[config.mk]
export PLATFORM = sky130hd
export DESIGN_NAME = shift_operand_ctrl
export DESIGN_NICKNAME = d
export VERILOG_FILES = /design/src/rtl/shift_operand_ctrl_pkg.sv /design/src/rtl/shift_amt_map.sv /design/src/rtl/shift_operand_ctrl.sv
export SDC_FILE = /design/constraint.sdc
export NUM_CORES = 1
export LEC_CHECK = 0
export ABC_AREA = 1
export CAP_MARGIN = 5
export CORE_MARGIN = 2
export CORE_UTILIZATION = 50
export CTS_BUF_LIST = sky130_fd_sc_hd__clkbuf_4 sky130_fd_sc_hd__clkbuf_8
export DETAILED_ROUTE_END_ITERATION = 16
export GPL_TIMING_DRIVEN = 0
export PLACE_DENSITY_LB_ADDON = 0.08
export RECOVER_POWER = 25
export SETUP_SLACK_MARGIN = 0.5
export SYNTH_ARGS = -nofsm -noshare
export SYNTH_HDL_FRONTEND = slang
export SYNTH_SLANG_ARGS = --single-unit
[constraint.sdc]
create_clock -name SOC_Clk -period 3.46 [get_ports SOC_Clk]
set_input_delay 0.692 -clock SOC_Clk [delete_from_list [all_inputs] [get_ports SOC_Clk]]
set_output_delay 0.692 -clock SOC_Clk [all_outputs]
set_load 0.05 [all_outputs]
[src/rtl/shift_operand_ctrl_pkg.sv]
// Shared definitions for the operand-2 decode stage in front of the 32-bit
// barrel shifter: shift-type codes, FSM state encoding, instruction field
// positions and the packed bundle of barrel/override fields.
// No ports (package).
package shift_operand_ctrl_pkg;

    localparam int OP_W = 32;

    // Barrel shifter shift-type codes
    localparam logic [1:0] SHIFT_LSL = 2'b00;
    localparam logic [1:0] SHIFT_LSR = 2'b01;
    localparam logic [1:0] SHIFT_ASR = 2'b10;
    localparam logic [1:0] SHIFT_ROR = 2'b11;

    typedef enum logic [1:0] {
        ST_IDLE    = 2'b00,
        ST_RS_WAIT = 2'b01,
        ST_OUT     = 2'b10
    } state_t;

    // Data-processing instruction field positions
    localparam int FLD_I         = 25;
    localparam int FLD_REGSHIFT  = 4;
    localparam int FLD_TYPE_HI   = 6;
    localparam int FLD_TYPE_LO   = 5;
    localparam int FLD_IMMAMT_HI = 11;
    localparam int FLD_IMMAMT_LO = 7;
    localparam int FLD_RS_HI     = 11;
    localparam int FLD_RS_LO     = 8;
    localparam int FLD_ROT_HI    = 11;
    localparam int FLD_ROT_LO    = 8;
    localparam int FLD_IMM8_HI   = 7;

    // Everything the stage presents downstream, besides Out_Valid
    typedef struct packed {
        logic            enable;
        logic [OP_W-1:0] input_bus;
        logic [1:0]      shift_type;
        logic [4:0]      shift_amt;
        logic            cin;
        logic            ovr_valid;
        logic [OP_W-1:0] ovr_result;
        logic            ovr_cout;
    } operand_t;

endpackage

[src/rtl/shift_amt_map.sv]
// Combinational mapping of a register-specified shift onto the 5-bit barrel
// shifter encoding, or onto an override result when the encoding cannot
// express the amount.
// Ports:
//   shift_type  in   shift type from Instr[6:5]
//   amount      in   Rs[7:0]; upper Rs bits are irrelevant to the shift
//   rm          in   Rm operand
//   cin         in   CPSR C
//   fields      out  barrel and override fields
module shift_amt_map
    import shift_operand_ctrl_pkg::*;
(
    input  logic [1:0]      shift_type,
    input  logic [7:0]      amount,
    input  logic [OP_W-1:0] rm,
    input  logic            cin,
    output operand_t        fields
);

    always_comb begin
        fields            = '0;
        fields.input_bus  = rm;
        fields.shift_type = shift_type;
        fields.cin        = cin;
        // Amount 0 leaves the barrel disabled: operand Rm, carry C.
        if (amount != 8'd0) begin
            if (amount < 8'd32) begin
                fields.enable    = 1'b1;
                fields.shift_amt = amount[4:0];
            end else begin
                case (shift_type)
                    SHIFT_LSL: begin
                        // Only a shift of exactly 32 moves Rm[0] into carry.
                        fields.ovr_valid = 1'b1;
                        fields.ovr_cout  = (amount == 8'd32) ? rm[0] : 1'b0;
                    end
                    SHIFT_LSR: begin
                        if (amount == 8'd32) begin
                            // Barrel LSR#0 already means LSR by 32.
                            fields.enable = 1'b1;
                        end else begin
                            fields.ovr_valid = 1'b1;
                        end
                    end
                    SHIFT_ASR: begin
                        // ASR by 32 or more equals ASR#32 (sign fill).
                        fields.enable = 1'b1;
                    end
                    default: begin
                        if (amount[4:0] == 5'd0) begin
                            // Full rotations: value unchanged, carry = bit 31.
                            fields.ovr_valid  = 1'b1;
                            fields.ovr_result = rm;
                            fields.ovr_cout   = rm[OP_W-1];
                        end else begin
                            fields.enable    = 1'b1;
                            fields.shift_amt = amount[4:0];
                        end
                    end
                endcase
            end
        end
    end

endmodule

[src/rtl/shift_operand_ctrl.sv]
// Operand-2 decode stage feeding the 32-bit barrel shifter. Accepts a
// data-processing instruction with Rm and C, fetches Rs for register-specified
// shifts, and presents registered barrel fields (or an override result).
// Optional build macro SHIFT_OPERAND_CTRL_RS_SINGLE_CYCLE_EN: Rs_Data is valid
// in the accept cycle, RS_WAIT is skipped and every form has 1-cycle latency.
// Ports:
//   SOC_Clk, SOC_Reset (sync, active high), SOC_Flush
//   SOC_Instr_Valid/SOC_Instr_Ready, SOC_Instr, SOC_Rm_Data, SOC_C_Flag
//   SOC_Rs_Req, SOC_Rs_Addr, SOC_Rs_Data   register-file Rs read
//   SOC_Out_Valid/SOC_Out_Ready, SOC_BS_*  barrel shifter fields
//   SOC_Ovr_Valid, SOC_Ovr_Result, SOC_Ovr_Cout  override operand
//   dbg_state                              current FSM state
// Handshake: a transfer happens on a rising edge where Valid and Ready are
// both 1. Out fields stay stable while Out_Valid=1 and Out_Ready=0; Instr_Ready
// depends combinationally on Out_Ready so accepts can run back to back.
module shift_operand_ctrl
    import shift_operand_ctrl_pkg::*;
#(
    parameter int DATA_W  = 32,
    parameter int RADDR_W = 4
) (
    input  logic               SOC_Clk,
    input  logic               SOC_Reset,
    input  logic               SOC_Flush,
    input  logic               SOC_Instr_Valid,
    output logic               SOC_Instr_Ready,
    input  logic [31:0]        SOC_Instr,
    input  logic [DATA_W-1:0]  SOC_Rm_Data,
    input  logic               SOC_C_Flag,
    output logic               SOC_Rs_Req,
    output logic [RADDR_W-1:0] SOC_Rs_Addr,
    input  logic [DATA_W-1:0]  SOC_Rs_Data,
    output logic               SOC_Out_Valid,
    input  logic               SOC_Out_Ready,
    output logic               SOC_BS_Enable,
    output logic [DATA_W-1:0]  SOC_BS_Input_Bus,
    output logic [1:0]         SOC_BS_Shift_Type,
    output logic [4:0]         SOC_BS_Shift_Amt,
    output logic               SOC_BS_Cin,
    output logic               SOC_Ovr_Valid,
    output logic [DATA_W-1:0]  SOC_Ovr_Result,
    output logic               SOC_Ovr_Cout,
    output state_t             dbg_state
);

    state_t   state;
    operand_t fields_q;
    operand_t imm_fields;
    operand_t map_fields;
    logic     out_valid;
    logic     is_reg_shift;
    logic     accept;

    logic [1:0]      map_type;
    logic [7:0]      map_amount;
    logic [OP_W-1:0] map_rm;
    logic            map_cin;

    // Instruction bits that carry no operand-2 information
    logic unused_bits;
    assign unused_bits = ^{SOC_Instr[31:26], SOC_Instr[24:12], SOC_Rs_Data[DATA_W-1:8]};

    assign is_reg_shift = !SOC_Instr[FLD_I] && SOC_Instr[FLD_REGSHIFT];

    // Flush and reset both block a new offer in the same cycle.
    assign SOC_Instr_Ready = !SOC_Reset && !SOC_Flush &&
                             ((state == ST_IDLE) || ((state == ST_OUT) && SOC_Out_Ready));
    assign accept      = SOC_Instr_Valid && SOC_Instr_Ready;
    assign SOC_Rs_Req  = accept && is_reg_shift;
    assign SOC_Rs_Addr = SOC_Rs_Req ? RADDR_W'(SOC_Instr[FLD_RS_HI:FLD_RS_LO]) : '0;

    // Immediate operand and immediate-shift forms
    always_comb begin
        imm_fields     = '0;
        imm_fields.cin = SOC_C_Flag;
        if (SOC_Instr[FLD_I]) begin
            imm_fields.input_bus = OP_W'(SOC_Instr[FLD_IMM8_HI:0]);
            if (SOC_Instr[FLD_ROT_HI:FLD_ROT_LO] != 4'd0) begin
                imm_fields.enable     = 1'b1;
                imm_fields.shift_type = SHIFT_ROR;
                imm_fields.shift_amt  = {SOC_Instr[FLD_ROT_HI:FLD_ROT_LO], 1'b0};
            end
        end else begin
            // #0 encodings (LSR/ASR #32, RRX) are the barrel's own meaning.
            imm_fields.enable     = 1'b1;
            imm_fields.shift_type = SOC_Instr[FLD_TYPE_HI:FLD_TYPE_LO];
            imm_fields.shift_amt  = SOC_Instr[FLD_IMMAMT_HI:FLD_IMMAMT_LO];
            imm_fields.input_bus  = SOC_Rm_Data;
        end
    end

`ifdef SHIFT_OPERAND_CTRL_RS_SINGLE_CYCLE_EN
    // Rs arrives with the instruction, so map straight from the live inputs.
    assign map_type   = SOC_Instr[FLD_TYPE_HI:FLD_TYPE_LO];
    assign map_amount = SOC_Rs_Data[7:0];
    assign map_rm     = SOC_Rm_Data;
    assign map_cin    = SOC_C_Flag;
`else
    logic [1:0]      lat_type;
    logic [OP_W-1:0] lat_rm;
    logic            lat_cin;

    // Rs returns one cycle after the request; the rest was latched at accept.
    assign map_type   = lat_type;
    assign map_amount = SOC_Rs_Data[7:0];
    assign map_rm     = lat_rm;
    assign map_cin    = lat_cin;
`endif

    shift_amt_map u_map (
        .shift_type (map_type),
        .amount     (map_amount),
        .rm         (map_rm),
        .cin        (map_cin),
        .fields     (map_fields)
    );

    always_ff @(posedge SOC_Clk) begin
        if (SOC_Reset) begin
            state     <= ST_IDLE;
            fields_q  <= '0;
            out_valid <= 1'b0;
`ifndef SHIFT_OPERAND_CTRL_RS_SINGLE_CYCLE_EN
            lat_type  <= 2'b00;
            lat_rm    <= '0;
            lat_cin   <= 1'b0;
`endif
        end else if (SOC_Flush) begin
            state              <= ST_IDLE;
            out_valid          <= 1'b0;
            fields_q.ovr_valid <= 1'b0;
        end else begin
            case (state)
                ST_IDLE, ST_OUT: begin
                    if (accept) begin
                        if (is_reg_shift) begin
`ifdef SHIFT_OPERAND_CTRL_RS_SINGLE_CYCLE_EN
                            fields_q  <= map_fields;
                            out_valid <= 1'b1;
                            state     <= ST_OUT;
`else
                            lat_type           <= SOC_Instr[FLD_TYPE_HI:FLD_TYPE_LO];
                            lat_rm             <= SOC_Rm_Data;
                            lat_cin            <= SOC_C_Flag;
                            out_valid          <= 1'b0;
                            fields_q.ovr_valid <= 1'b0;
                            state              <= ST_RS_WAIT;
`endif
                        end else begin
                            fields_q  <= imm_fields;
                            out_valid <= 1'b1;
                            state     <= ST_OUT;
                        end
                    end else if ((state == ST_OUT) && SOC_Out_Ready) begin
                        out_valid          <= 1'b0;
                        fields_q.ovr_valid <= 1'b0;
                        state              <= ST_IDLE;
                    end
                end
                ST_RS_WAIT: begin
                    fields_q  <= map_fields;
                    out_valid <= 1'b1;
                    state     <= ST_OUT;
                end
                default: begin
                    out_valid <= 1'b0;
                    state     <= ST_IDLE;
                end
            endcase
        end
    end

    assign SOC_Out_Valid     = out_valid;
    assign SOC_BS_Enable     = fields_q.enable;
    assign SOC_BS_Input_Bus  = fields_q.input_bus;
    assign SOC_BS_Shift_Type = fields_q.shift_type;
    assign SOC_BS_Shift_Amt  = fields_q.shift_amt;
    assign SOC_BS_Cin        = fields_q.cin;
    assign SOC_Ovr_Valid     = fields_q.ovr_valid;
    assign SOC_Ovr_Result    = fields_q.ovr_result;
    assign SOC_Ovr_Cout      = fields_q.ovr_cout;
    assign dbg_state         = state;

endmodule

==> flow_summary.rst <==
.. list-table::
   :header-rows: 1

   * - Metric
     - Value
   * - Peak supply drop
     - 0.219 mV
   * - Placer's final routability congestion estimate
     - 0.949
   * - Yosys top cell by area
     - sky130_fd_sc_hd__dfxtp_1
   * - Total Negative Setup Slacks
     - 0 ns
   * - TritonCTS clock tree
     - yes
   * - Crit path launch type
     - primary input
   * - Crit-path slowest cell
     - sky130_fd_sc_hd__clkdlybuf4s50_1
   * - Pre-CTS setup slack
     - -0.618 ns
   * - Final design area excluding fillers
     - 6880 um^2
   * - Required time reported for the critical path endpoint
     - 2.77 ns
   * - ANT cells
     - 0
   * - Detailed placement HPWL
     - 11.7 mm
   * - Worst-case clock skew
     - 0.0132 ns
   * - Clock network latency to the later pin of the worst-skew pair
     - 0.36 ns
   * - Crit-path leading delay family
     - buffers and inverters
   * - Vias after detailed routing
     - 5418
   * - Global-route wire length before repair
     - 25.3 mm
   * - Starting density of the core
     - 51.7%
   * - Post-layout util
     - 70.4%
   * - Leading post-synthesis cells by cell area
     - sky130_fd_sc_hd__dfxtp_1 (44%), sky130_fd_sc_hd__a21oi_1 (10%), sky130_fd_sc_hd__nand2_1 (9.8%)
   * - Die outline area
     - 10900 um^2
   * - Io pins
     - 186
   * - Cts hold-fix bufs
     - 0
   * - Number of distinct library cells after synthesis
     - 28
   * - Number of clock buffers inserted by TritonCTS
     - 9
   * - H-tree levels
     - 3
   * - Worst path arrival time
     - 2.38 ns
   * - Area share of the leading cell type in the synthesized netlist
     - 44.4%
   * - Peak fanout along the critical path
     - 10
   * - Total of fill cells in the finished design
     - 857
   * - Most frequent standard cell in the layout excluding fill and tap cells
     - sky130_fd_sc_hd__clkdlybuf4s50_1
   * - Layout cells sized above 1
     - 7.03%
   * - Switching Share
     - 28.0%
   * - Post-layout net count
     - 993
   * - Slew headroom
     - 60.9%
   * - Area of the core region
     - 9770 um^2
   * - Ordered cell list for the critical path
     - clkdlybuf4s50_1, nor2_1, nand3_2, clkbuf_1, buf_8, nor2_4, buf_6
   * - Worst path max stage delay
     - 0.48 ns
   * - Library cell used as clock root buffer
     - sky130_fd_sc_hd__clkbuf_8
   * - Net Switching
     - 708 uW
   * - Pin count of the biggest net entering global routing
     - 19
   * - Final count of hold timing violations
     - 0
   * - Top FF cell, synth
     - sky130_fd_sc_hd__dfxtp_1
   * - Flops & latches, synth
     - 112
   * - Die boundary height
     - 105 um
   * - Per-instance average area after synthesis
     - 6.86 um^2
   * - Post-route minimum period
     - 3.07 ns
   * - Per-cell routed wire length
     - 15.2 um
   * - Count of pins over their slew limit
     - 0
   * - Worst Path Class, Setup
     - in -> out
   * - Global routing usage summed across all routing layers
     - 28.7%
   * - Number of port buffers
     - 141
   * - Buffers & Inverters on Critical Path
     - 4
   * - Congestion Overflow GR
     - 0
   * - Die span in x
     - 105 um
   * - Clock-pin slew of the registers on the worst-case setup and hold paths
     - 0.09 ns
   * - Unrepaired setup endpoints after global routing
     - no
   * - Vias per std cell
     - 5.27
   * - Number of violations of the max-capacitance limit
     - 0
   * - Synthesized area
     - 5050 um^2
   * - Clock Sink Count
     - 112
   * - Max Root-Sink Buffers
     - 2
   * - Top achievable clock speed
     - 326 MHz
   * - # setup viols final
     - 0
   * - Leakage power total
     - 2.63 nW
   * - Relative contribution of sequential cells to total power
     - 52.8%
   * - Cell count after synthesis
     - 736
   * - Initial detailed-routing violation count
     - 341
   * - Setup slack of the critical path after layout
     - 0.391 ns
   * - Pwr Density
     - 368 nW/um^2
   * - Total routed wirelength
     - 15.6 mm
   * - Floorplan row count
     - 36
   * - Hold WC Path Type
     - reg -> reg
   * - Via count of the first global-routing pass
     - 5189
   * - Clk pwr share
     - 31.3%
   * - Post-synth net total
     - 838
   * - Syn-to-layout area delta
     - 36.2%
   * - Worst Max-Slew Pin Slew
     - 0.586 ns
   * - Number of antenna violations at the first check in global routing
     - 0
   * - Fraction of synthesis flops using an asynchronous set or reset pin
     - 0%
   * - Worst Setup End Kind
     - primary output
   * - Number of enable flip-flop cells after synthesis
     - 0
   * - Leading cell types in the layout, fill and taps excluded
     - sky130_fd_sc_hd__clkdlybuf4s50_1 (133), sky130_fd_sc_hd__nand2_1 (132), sky130_fd_sc_hd__dfxtp_1 (112)
   * - Count of TritonRoute iterations in the first routing pass
     - 5
   * - Number of placed cells counting well taps
     - 1010
   * - Combinational group share of total power
     - 15.9%
   * - Flop-to-flop setup slack
     - 1.14 ns
   * - Yosys warnings
     - 0
   * - Number of nets still failing antenna checks after routing
     - 0
   * - Outcome
     - completed
   * - Sequential fraction of the synthesis area
     - 44.4%
   * - # DRC
     - 0
   * - Internal Dissipation
     - 1.82 mW
   * - Instance area after placement
     - 6660 um^2
   * - Final cycle utilization of the critical path
     - 88.7%
   * - Non-filler cells in the finished layout
     - 1029
## path summary, 6_finish.rpt
| path | start | endpoint | depth (start not counted) |
|---|---|---|---|
| min | lat_rm[8]$_SDFFE_PP0P_ | lat_rm[8]$_SDFFE_PP0P_ | 2 |
| min reg2reg | lat_rm[8]$_SDFFE_PP0P_ | lat_rm[8]$_SDFFE_PP0P_ | 2 |
| max | SOC_Instr[25] | SOC_Rs_Addr[1] | 7 |
| max reg2reg | dbg_state[1]$_SDFFE_PP0P_ | dbg_state[1]$_SDFFE_PP0P_ | 7 |
## per-layer routing
metal	share of wire [%]	GRT usage, %
met5	0	0
met4	2.2	10.3
met3	8.6	5.01
met2	46	46.5
met1	43	38.4
## worst register-to-register path: cells and delay by family, from the launching register on
family          cells  cell delay, ns
buf+inv             4            1.04
compound gates      2            0.40
simple gates        1            0.33
flops               1            0.45
## stage by stage
step                power (mW)  hold slack [ns]
floorplan                 1.59            0.430
finish                    2.53            0.459
CTS                       2.54            0.459
global placement          1.76            0.439
detailed placement        1.76            0.445
global route              2.63            0.486
## state kept, by name (all words and copies together) (netlist names)
name / flops
SOC_BS_Shift_Type: 2
lat_rm: 32
SOC_BS_Shift_Amt: 5
SOC_Ovr_Cout: 1
SOC_BS_Enable: 1
SOC_Ovr_Result: 32
SOC_Ovr_Valid: 1
SOC_BS_Input_Bus: 32
SOC_BS_Cin: 1
lat_cin: 1
dbg_state: 2
lat_type: 2
## cell families (layout without fill, tap and decap cells)
logic type	after synthesis	in the layout	synth area share [%]
AO/OA/AOI/OAI	189	189	19.6
buffers and inverters	164	324	13.0
flip-flops	112	112	44.4
AND/OR/NAND/NOR	271	271	22.9
## final cells by class
cell class | count | area [um^2] | area share, %
Buffer | 52 | 234 | 3.40
Tap cell | 133 | 166 | 2.42
Sequential cell | 112 | 2240 | 32.6
Timing Repair Buffer | 144 | 1430 | 20.8
Clock inverter | 6 | 67.6 | 0.982
Multi-Input combinational cell | 460 | 2190 | 31.8
Inverter | 112 | 420 | 6.11
Clock buffer | 10 | 131 | 1.91
## repair_timing
| item | in CTS | in global routing |
|---|---|---|
| setup endpoints to repair | 6 | 5 |
| gates resized for setup | 41 | 4 |
| buffers inserted | 0 | 3 |
| hold endpoints to repair | 0 | 0 |
| pin swaps | 0 | 1 |
## Yosys cell counts, types with 9 or more instances
cell / n
sky130_fd_sc_hd__nand2_1: 132
sky130_fd_sc_hd__dfxtp_1: 112
sky130_fd_sc_hd__inv_1: 111
sky130_fd_sc_hd__a21oi_1: 101
sky130_fd_sc_hd__nor2_1: 64
sky130_fd_sc_hd__o21ai_0: 50
sky130_fd_sc_hd__clkbuf_1: 31
sky130_fd_sc_hd__nor3_1: 25
sky130_fd_sc_hd__a31oi_1: 23
sky130_fd_sc_hd__or2_2: 20
sky130_fd_sc_hd__nand3_1: 19
sky130_fd_sc_hd__buf_2: 12
sky130_fd_sc_hd__o22ai_1: 9
## power groups by stage
stage,registers [mW],clock network (mW),logic (mW)
floorplan,1.44,0,0.149
detailed placement,1.37,0,0.396
global placement,1.37,0,0.390
finish,1.34,0.793,0.402
global route,1.34,0.854,0.433
CTS,1.34,0.805,0.398
No activity file was read; power rests on OpenSTA's default activity.
